$ cat config.mk
export PLATFORM = sky130hd
export DESIGN_NAME = cpu_run_ctrl_flat
export DESIGN_NICKNAME = d
export VERILOG_FILES = /design/src/rtl/cpu_run_ctrl_if.sv /design/src/rtl/cpu_run_ctrl.sv /design/src/flat_wrapper.sv
export SDC_FILE = /design/constraint.sdc
export NUM_CORES = 1
export LEC_CHECK = 0
export CAP_MARGIN = 20
export CORE_MARGIN = 2
export CORE_UTILIZATION = 44
export CTS_CLUSTER_DIAMETER = 50
export DETAILED_ROUTE_END_ITERATION = 8
export MAX_ROUTING_LAYER = met4
export PLACE_DENSITY = 0.76
export SLEW_MARGIN = 20
export SYNTH_ARGS = -nofsm -noshare
export SYNTH_HDL_FRONTEND = slang
export SYNTH_SLANG_ARGS = --single-unit
$ cat constraint.sdc
create_clock -name clock_i -period 2.1 [get_ports clock_i]
set_input_delay 0.315 -clock clock_i [delete_from_list [all_inputs] [get_ports clock_i]]
set_output_delay 0.315 -clock clock_i [all_outputs]
set_load 0.02 [all_outputs]
$ cat src/rtl/cpu_run_ctrl_if.sv
// Handshake and instruction-memory bundle between the lab3 CPU bench/datapath
// (master) and the run controller (slave).
interface cpu_run_ctrl_if #(
  parameter int ADDR_W  = 8,
  parameter int INSTR_W = 9,
  parameter int CNT_W   = 16
);
  logic               start_i;
  logic [ADDR_W-1:0]  start_addr_i;
  logic [ADDR_W-1:0]  imem_addr_o;
  logic               imem_rd_o;
  logic [INSTR_W-1:0] imem_data_i;
  logic [INSTR_W-1:0] instr_o;
  logic               instr_valid_o;
  logic               stall_i;
  logic               branch_taken_i;
  logic [ADDR_W-1:0]  branch_target_i;
  logic               done_o;
  logic [CNT_W-1:0]   cycle_count_o;
  logic [CNT_W-1:0]   instr_count_o;

  modport master (
    output start_i, start_addr_i, imem_data_i, stall_i, branch_taken_i, branch_target_i,
    input  imem_addr_o, imem_rd_o, instr_o, instr_valid_o, done_o, cycle_count_o, instr_count_o
  );

  modport slave (
    input  start_i, start_addr_i, imem_data_i, stall_i, branch_taken_i, branch_target_i,
    output imem_addr_o, imem_rd_o, instr_o, instr_valid_o, done_o, cycle_count_o, instr_count_o
  );
endinterface

$ cat src/rtl/cpu_run_ctrl.sv
// Run controller for the lab3 CPU: accepts a start, walks FETCH/WAIT/EXEC per
// instruction against a synchronous instruction memory, stops on HALT.
module cpu_run_ctrl #(
  parameter int                 ADDR_W     = 8,
  parameter int                 INSTR_W    = 9,
  parameter logic [INSTR_W-1:0] HALT_INSTR = {INSTR_W{1'b1}},
  parameter int                 CNT_W      = 16
) (
  input logic           clock_i,
  input logic           reset_n_i,
  cpu_run_ctrl_if.slave bus
);

  typedef enum logic [2:0] {IDLE, FETCH, WAIT, EXEC, DONE} state_t;

  state_t             state_reg;
  logic [ADDR_W-1:0]  pc_reg;
  logic [INSTR_W-1:0] instr_reg;
  logic               rd_reg;
  logic               valid_reg;
  logic               done_reg;
  logic [CNT_W-1:0]   cycle_cnt_reg;
  logic [CNT_W-1:0]   instr_cnt_reg;
  logic               running;

  assign running = (state_reg == FETCH) || (state_reg == WAIT) || (state_reg == EXEC);

  always_ff @(posedge clock_i or negedge reset_n_i) begin
    if (!reset_n_i) begin
      state_reg     <= IDLE;
      pc_reg        <= '0;
      instr_reg     <= '0;
      rd_reg        <= 1'b0;
      valid_reg     <= 1'b0;
      done_reg      <= 1'b0;
      cycle_cnt_reg <= '0;
      instr_cnt_reg <= '0;
    end else begin
      if (running && cycle_cnt_reg != {CNT_W{1'b1}})
        cycle_cnt_reg <= cycle_cnt_reg + CNT_W'(1);

      case (state_reg)
        IDLE, DONE: begin
          if (bus.start_i) begin
            pc_reg        <= bus.start_addr_i;
            instr_reg     <= '0;
            done_reg      <= 1'b0;
            cycle_cnt_reg <= '0;
            instr_cnt_reg <= '0;
            rd_reg        <= 1'b1;
            state_reg     <= FETCH;
          end
        end
        FETCH: begin
          rd_reg    <= 1'b0;
          state_reg <= WAIT;
        end
        WAIT: begin
          // valid is decided here so a HALT word is never presented as executable
          instr_reg <= bus.imem_data_i;
          valid_reg <= (bus.imem_data_i != HALT_INSTR);
          state_reg <= EXEC;
        end
        EXEC: begin
          if (instr_reg == HALT_INSTR) begin
            done_reg  <= 1'b1;
            state_reg <= DONE;
          end else if (!bus.stall_i) begin
            if (instr_cnt_reg != {CNT_W{1'b1}})
              instr_cnt_reg <= instr_cnt_reg + CNT_W'(1);
            pc_reg    <= bus.branch_taken_i ? bus.branch_target_i : pc_reg + ADDR_W'(1);
            valid_reg <= 1'b0;
            rd_reg    <= 1'b1;
            state_reg <= FETCH;
          end
        end
        default: state_reg <= IDLE;
      endcase
    end
  end

  assign bus.imem_addr_o   = pc_reg;
  assign bus.imem_rd_o     = rd_reg;
  assign bus.instr_o       = instr_reg;
  assign bus.instr_valid_o = valid_reg;
  assign bus.done_o        = done_reg;
  assign bus.cycle_count_o = cycle_cnt_reg;
  assign bus.instr_count_o = instr_cnt_reg;

endmodule

$ cat src/flat_wrapper.sv
// flat-port wrapper written by rule: the top's interface ports become plain ports
module cpu_run_ctrl_flat 
#(
  parameter int                 ADDR_W     = 8,
  parameter int                 INSTR_W    = 9,
  parameter logic [INSTR_W-1:0] HALT_INSTR = {INSTR_W{1'b1}},
  parameter int                 CNT_W      = 16
)
  (clock_i, reset_n_i, bus_start_i, bus_start_addr_i, bus_imem_data_i, bus_stall_i, bus_branch_taken_i, bus_branch_target_i, bus_imem_addr_o, bus_imem_rd_o, bus_instr_o, bus_instr_valid_o, bus_done_o, bus_cycle_count_o, bus_instr_count_o);
  cpu_run_ctrl_if #(.ADDR_W(ADDR_W), .INSTR_W(INSTR_W), .CNT_W(CNT_W)) bus_i ();
  input logic clock_i;
  input logic reset_n_i;
  input wire logic [$bits(bus_i.start_i)-1:0] bus_start_i;
  input wire logic [$bits(bus_i.start_addr_i)-1:0] bus_start_addr_i;
  input wire logic [$bits(bus_i.imem_data_i)-1:0] bus_imem_data_i;
  input wire logic [$bits(bus_i.stall_i)-1:0] bus_stall_i;
  input wire logic [$bits(bus_i.branch_taken_i)-1:0] bus_branch_taken_i;
  input wire logic [$bits(bus_i.branch_target_i)-1:0] bus_branch_target_i;
  output wire logic [$bits(bus_i.imem_addr_o)-1:0] bus_imem_addr_o;
  output wire logic [$bits(bus_i.imem_rd_o)-1:0] bus_imem_rd_o;
  output wire logic [$bits(bus_i.instr_o)-1:0] bus_instr_o;
  output wire logic [$bits(bus_i.instr_valid_o)-1:0] bus_instr_valid_o;
  output wire logic [$bits(bus_i.done_o)-1:0] bus_done_o;
  output wire logic [$bits(bus_i.cycle_count_o)-1:0] bus_cycle_count_o;
  output wire logic [$bits(bus_i.instr_count_o)-1:0] bus_instr_count_o;
  assign bus_i.start_i = bus_start_i;
  assign bus_i.start_addr_i = bus_start_addr_i;
  assign bus_i.imem_data_i = bus_imem_data_i;
  assign bus_i.stall_i = bus_stall_i;
  assign bus_i.branch_taken_i = bus_branch_taken_i;
  assign bus_i.branch_target_i = bus_branch_target_i;
  assign bus_imem_addr_o = bus_i.imem_addr_o;
  assign bus_imem_rd_o = bus_i.imem_rd_o;
  assign bus_instr_o = bus_i.instr_o;
  assign bus_instr_valid_o = bus_i.instr_valid_o;
  assign bus_done_o = bus_i.done_o;
  assign bus_cycle_count_o = bus_i.cycle_count_o;
  assign bus_instr_count_o = bus_i.instr_count_o;
  cpu_run_ctrl #(.ADDR_W(ADDR_W), .INSTR_W(INSTR_W), .HALT_INSTR(HALT_INSTR), .CNT_W(CNT_W)) u_core (.clock_i(clock_i), .reset_n_i(reset_n_i), .bus(bus_i));
endmodule
## Yosys cells after proc, flatten, opt, wreduce, memory -nomap -nowiden

Index checks and enable logic that the tools add are counted.

- Add/subtract/negate cells: 3
- Equal/unequal tests: 14
- Reduce and logical (&&, ||, !) cells: 16
- Multiplexer cells: 29

Operator list:

| kind | number |
|---|---|
| $mux 16 | 7 |
| $add 16x1->16 const B | 2 |
| $mux 8 | 4 |
| $ne 16x16->1 const B | 2 |
| $pmux 16 s2 | 1 |
| $pmux 9 s2 | 1 |
| $pmux 8 s2 | 1 |
| $pmux 3 s4 | 1 |
| $ne 2x2->1 const B | 5 |
| $eq 9x9->1 const B | 1 |
| $mux 3 | 3 |
| $mux 9 | 1 |
| $ne 9x9->1 const B | 1 |
| $add 8x1->8 const B | 1 |
| $reduce_and 4->1 | 2 |
| $mux 1 | 7 |
| $eq 3x2->1 const B | 2 |
| $reduce_and 3->1 | 2 |
| $reduce_bool 2->1 | 3 |
| $reduce_and 5->1 | 1 |
| $pmux 1 s2 | 2 |
| $reduce_and 2->1 | 2 |
| $eq 3x1->1 const B | 1 |
| $eq 3x3->1 const B | 1 |
| other kinds (7) | 8 |

- Output and inout port bits: 52
- Register bits: 55
- Input bits: 30
- Logic and storage cells: 70

## Logic depth before layout (Yosys ltp)

- Word-level depth: 7
- Mapped depth: 7

## Worst setup path after synthesis

Ideal clock, no wire load.

- Path kind: register -> register
- Start: register u_core.cycle_cnt_reg[0] (netlist: u_core.bus.cycle_count_o[0])
- End: register u_core.cycle_cnt_reg[3] (netlist: u_core.bus.cycle_count_o[3])
- Stages on the path, launching flop included: 7
- Buffers on the path: 1
- Period minus slack after synthesis: 2026 ps
- Setup time: 140 ps
- Setup slack: 74 ps
- Data required time: 1960 ps
- Arrival: 1887 ps
- Path through: dfrtp_1 -> ha_1 -> nand4_1 -> nor4_1 -> clkbuf_1 -> nor3_1 -> mux2i_1

- Cells in the longest elaborated chain, start to end: 5
- Elaborated cells between the ends (all ways): 6
- Classes of those cells: 1 x add/sub; 1 x eq/ne; 3 x mux; 1 x reduce/logical

RTL lines:

| item | RTL line | text |
|---|---|---|
| from (decl) | cpu_run_ctrl.sv:22 | `logic [CNT_W-1:0] cycle_cnt_reg;` |
| from (signal assigned) | cpu_run_ctrl.sv:40 | `cycle_cnt_reg <= cycle_cnt_reg + CNT_W'(1);` |
| branches (longest 2 deep; another with $add 16x1->16) | - |  |
| $mux 16 * | cpu_run_ctrl.sv:39 | `if (running && cycle_cnt_reg != {CNT_W{1'b1}})` |
| $mux 16 | cpu_run_ctrl.sv:44 | `if (bus.start_i) begin` |
| $mux 16 * | cpu_run_ctrl.sv:42 | `case (state_reg)` |

Mark *: on every way between the ends.
A chain may end at the register's enable or synchronous reset.

## Final worst setup path

- Start: register u_core.state_reg[2]
- End: register u_core.cycle_cnt_reg[9] (netlist: u_core.bus.cycle_count_o[9])

- Cells in the longest elaborated chain, start to end: 7
- Elaborated cells between the ends (all ways): 12
- Classes of those cells: 4 x eq/ne; 3 x mux; 5 x reduce/logical

RTL lines:

| item | RTL line | text |
|---|---|---|
| from (decl) | cpu_run_ctrl.sv:16 | `state_t state_reg;` |
| from (signal assigned) | cpu_run_ctrl.sv:30 | `state_reg <= IDLE;` |
| from (signal assigned) | cpu_run_ctrl.sv:51 | `state_reg <= FETCH;` |
| from (signal assigned) | cpu_run_ctrl.sv:56 | `state_reg <= WAIT;` |
| $eq 3x1->1 / $eq 3x2->1 (equally long branches) | cpu_run_ctrl.sv:26 | `assign running = (state_reg == FETCH) \|\| (state_reg == WAIT) \|\| (state_reg == EXEC);` |
| $logic_or 1x1->1 (2 in a row) | cpu_run_ctrl.sv:26 |  |
| $logic_and 1x1->1 | cpu_run_ctrl.sv:39 |  |
| $mux 16 | cpu_run_ctrl.sv:39 |  |
| $mux 16 | cpu_run_ctrl.sv:44 |  |
| $mux 16 * | cpu_run_ctrl.sv:42 |  |

Mark *: on every way between the ends. The rest lies on a longest branch, timed or not.

==> impl_metrics.csv <==
group,metric,value,unit
setup_path,worstReg2RegStart,"u_core.state_reg[2]",
power_and_ir_drop,finalPower,5.040,mW
setup_path,rr_worst_depth,4,
detailed_routing,antenna_left,0,
floorplan,die_w,88.08,µm
detailed_routing,wl_per_cell,16.60,µm
timing,drv_slew,0,
setup_path,start_kind,"register",
final_layout,nNetsFinal,463,
placement,port_buffers,81,
timing,slew_headroom,60.72,%
floorplan,die_height,88.08,µm
timing,period_minus_slack,1970,ps
clocking,cts_num_sinks,55,
detailed_routing,drcViolationCount,0,
clocking,clk_pin_slew_worst_paths,110,ps
placement,dpl_cell_area,0.004161,mm²
detailed_routing,vias,3146,
power_and_ir_drop,p_leak,1.696,nW
timing,fin_setup_tns,0,ps
setup_path,crit_fanout,10,
timing,clock.fmax,0.5077,GHz
logic_synthesis,synth-async-reset-ratio,100.0,%
clocking,cts_buffers,5,
setup_path,endpoint_kind,"register",
global_route,grt_overflow,0,
final_layout,nFillCells,622,
timing,min_period_over_period,93.79,%
detailed_routing,vias_per_cell,5.970,
placement,gp_congestion,0.8754,
min_path,hold_path.class,"input pin to asynchronous set/reset pin",
global_route,antenna_found_initial,0,
timing,skew,13.98,ps
floorplan,num_io_pins,82,
global_route,grt_max_degree,34,
final_layout,final_cell_area,0.004249,mm²
timing,tightest_slew,587.0,ps
floorplan,dieArea,0.007758,mm²
global_route,grt_pass1_vias,3114,
timing,rsz0062_at_grt,"no",
detailed_routing,drtIter0Drc,166,
clocking,htree_num_levels,2,
logic_synthesis,yosysWarnings,0,
placement,dp.cells,519,
clocking,cts-root-buf,"clkbuf_8",
final_layout,drive_gt1_share,9.281,%
run_status,violations,"negative hold slack",
placement,post-dp-hpwl,6.371,mm
setup_path,crit_start,"u_core.state_reg[2]",
logic_synthesis,ys_ff_latch,55,
setup_path,worstPathRequired,2340,ps
logic_synthesis,avgSynthCellArea,9.285,µm²
power_and_ir_drop,power.density,1186,mW/mm²
setup_path,path_class,"register to register",
global_route,grt_pass1_wl,14.55,mm
timing,setup_viol,0,
final_layout,areaGrowthSynthToFinish,36.61,%
detailed_routing,routed_wl,8.750,mm
run,maxCapViolCount,0,
power_and_ir_drop,irDropWorstVdd,0.5953,mV
floorplan,rows,30,
logic_synthesis,synth_cell_type_count,54,
detailed_routing,first_pass_iters,4,
floorplan,core-area,0.006832,mm²
logic_synthesis,syn_area,0.003110,mm²
final_layout,stdcell_count,527,
setup_path,cp_data_arrival_time,2210,ps
timing,finalHoldViolCount,13,
run_status,outcome,"complete, but fails checks",
clocking,tritoncts,"yes",
timing,whs,-7.909,ps
final_layout,num_antenna_cells,0,
logic_synthesis,synth-edff-count,0,
logic_synthesis,synthCells,335,
final_layout,post-route-util,62.20,%
clocking,worstSkewPairLatency,310,ps
global_route,grt.total_usage,24.24,%
floorplan,start_util,45.53,%
clocking,clockBufferDepth,2,
logic_synthesis,synth-seq-area-share,44.25,%
logic_synthesis,syn_nets,368,
logic_synthesis,yosys_most_used_dff,"dfrtp_1",
-- cell usage in the layout (no fill, tap or decap), types with 4 or more instances in the layout --
cell,synthesis,layout
clkdlybuf4s50_1,0,80
and3_1,5,5
nor2_1,13,12
a41oi_1,4,4
mux2i_1,5,5
a31oi_1,15,15
nand2_1,30,30
o31ai_1,9,9
dfrtp_1,55,55
o21ai_0,14,14
inv_1,13,13
nor4_1,5,5
nand2b_1,6,6
o211ai_1,5,5
clkbuf_8,0,5
nand3_1,20,20
nor3_1,13,13
a21oi_1,15,15
nand4_1,13,13
a22o_1,11,11
buf_4,1,22
and4_1,7,7
or4_1,9,9
-- final timing paths --
kind                                                    end  slack [ps]
worst max-delay path            u_core.bus.cycle_count_o[9]         130
worst min-delay path            u_core.bus.cycle_count_o[1]          -8
worst max register to register  u_core.bus.cycle_count_o[9]         130
worst min register to register            u_core.bus.done_o         510
max in group asynchronous         u_core.bus.imem_addr_o[1]        1510
min in group clock_i                      u_core.bus.done_o         510
-- area by class of cell --
cell class | count | area [µm²] | share of cell area (%)
Tap cell | 96 | 120.1 | 2.827
Multi-Input combinational cell | 251 | 1628 | 38.31
Clock buffer | 6 | 72.57 | 1.708
Timing Repair Buffer | 104 | 991.0 | 23.32
Clock inverter | 2 | 12.51 | 0.2945
Inverter | 13 | 48.80 | 1.148
Sequential cell | 55 | 1376 | 32.39
-- cell usage after synthesis, drive strengths merged, types with 2 or more instances --
cell	instances	share of area, %
and3	5	1.0
a21o	2	0.48
o211ai	5	1.2
nand2	30	3.6
inv	13	1.6
a21oi	15	2.4
nand3	20	3.2
dfrtp	55	44
o311ai	4	1.4
a211oi	2	0.48
mux2i	5	1.6
and4	7	2.0
mux2	3	1.1
nor4	5	1.0
o21ai	15	2.4
nand3b	2	0.48
buf	2	0.40
nor3	13	2.1
o22ai	2	0.40
o21a	2	0.48
and2	3	0.60
a221o	3	0.97
a31oi	15	3.0
xnor2	2	0.56
nand4	13	2.6
or4	9	2.2
nor2	13	1.6
clkbuf	14	1.7
o31ai	9	2.2
nand2b	6	1.2
a2bb2oi	2	0.56
or3	3	0.60
ha	3	1.2
a41oi	4	1.1
a22o	11	3.1
a21boi	2	0.48
nor3b	2	0.48
o21bai	2	0.84
xor2	2	0.56
-- stage by stage --
step           setup WS (ps)  hold WS (ps)
6_report               130.5        -7.909
4_1_cts                112.7         11.39
3_3_place_gp           185.5         338.1
2_1_floorplan          73.65         19.41
5_1_grt                26.40         29.57
3_5_place_dp           127.3         349.5
-- layer usage --
metal,global-route usage (%),share of wire (%),up-vias
met5,-,0,-
met4,6.336,0.89,0
met3,2.922,4.7,8
met2,38.91,49,109
met1,32.80,46,1542
li1,-,-,1487
-- report_power, final --
| group | total (mW) | switching, mW | internal (mW) |
|---|---|---|---|
| clock network | 0.576 | 0.342 | 0.234 |
| logic | 2.68 | 1.44 | 1.24 |
| registers | 1.78 | 0.400 | 1.38 |
-- logic make-up after synthesis --
kind of cell | after synthesis | synth area share [%]
and+or+nand+nor | 132 | 22.93
buffers and inverters | 29 | 3.661
AOI/OAI and AO/OA | 104 | 24.14
adders and majority gates | 3 | 1.207
DFF | 55 | 44.25
muxes | 8 | 2.695
xor gates and xnor gates | 4 | 1.127
-- critical path, cell delays in order, from the launching register on --
cell and delay, ps:
dfrtp_1 390, o21bai_4 220, or4_1 650, or4_1 510, a21oi_1 150
-- repair_timing --
| item | in CTS | in global routing |
|---|---|---|
| setup endpoints to repair | 0 | 9 |
| setup buffers | 0 | 0 |
| gates resized for setup | 0 | 1 |
| hold buffers | 0 | 0 |
(Power assumes the default switching activity.)
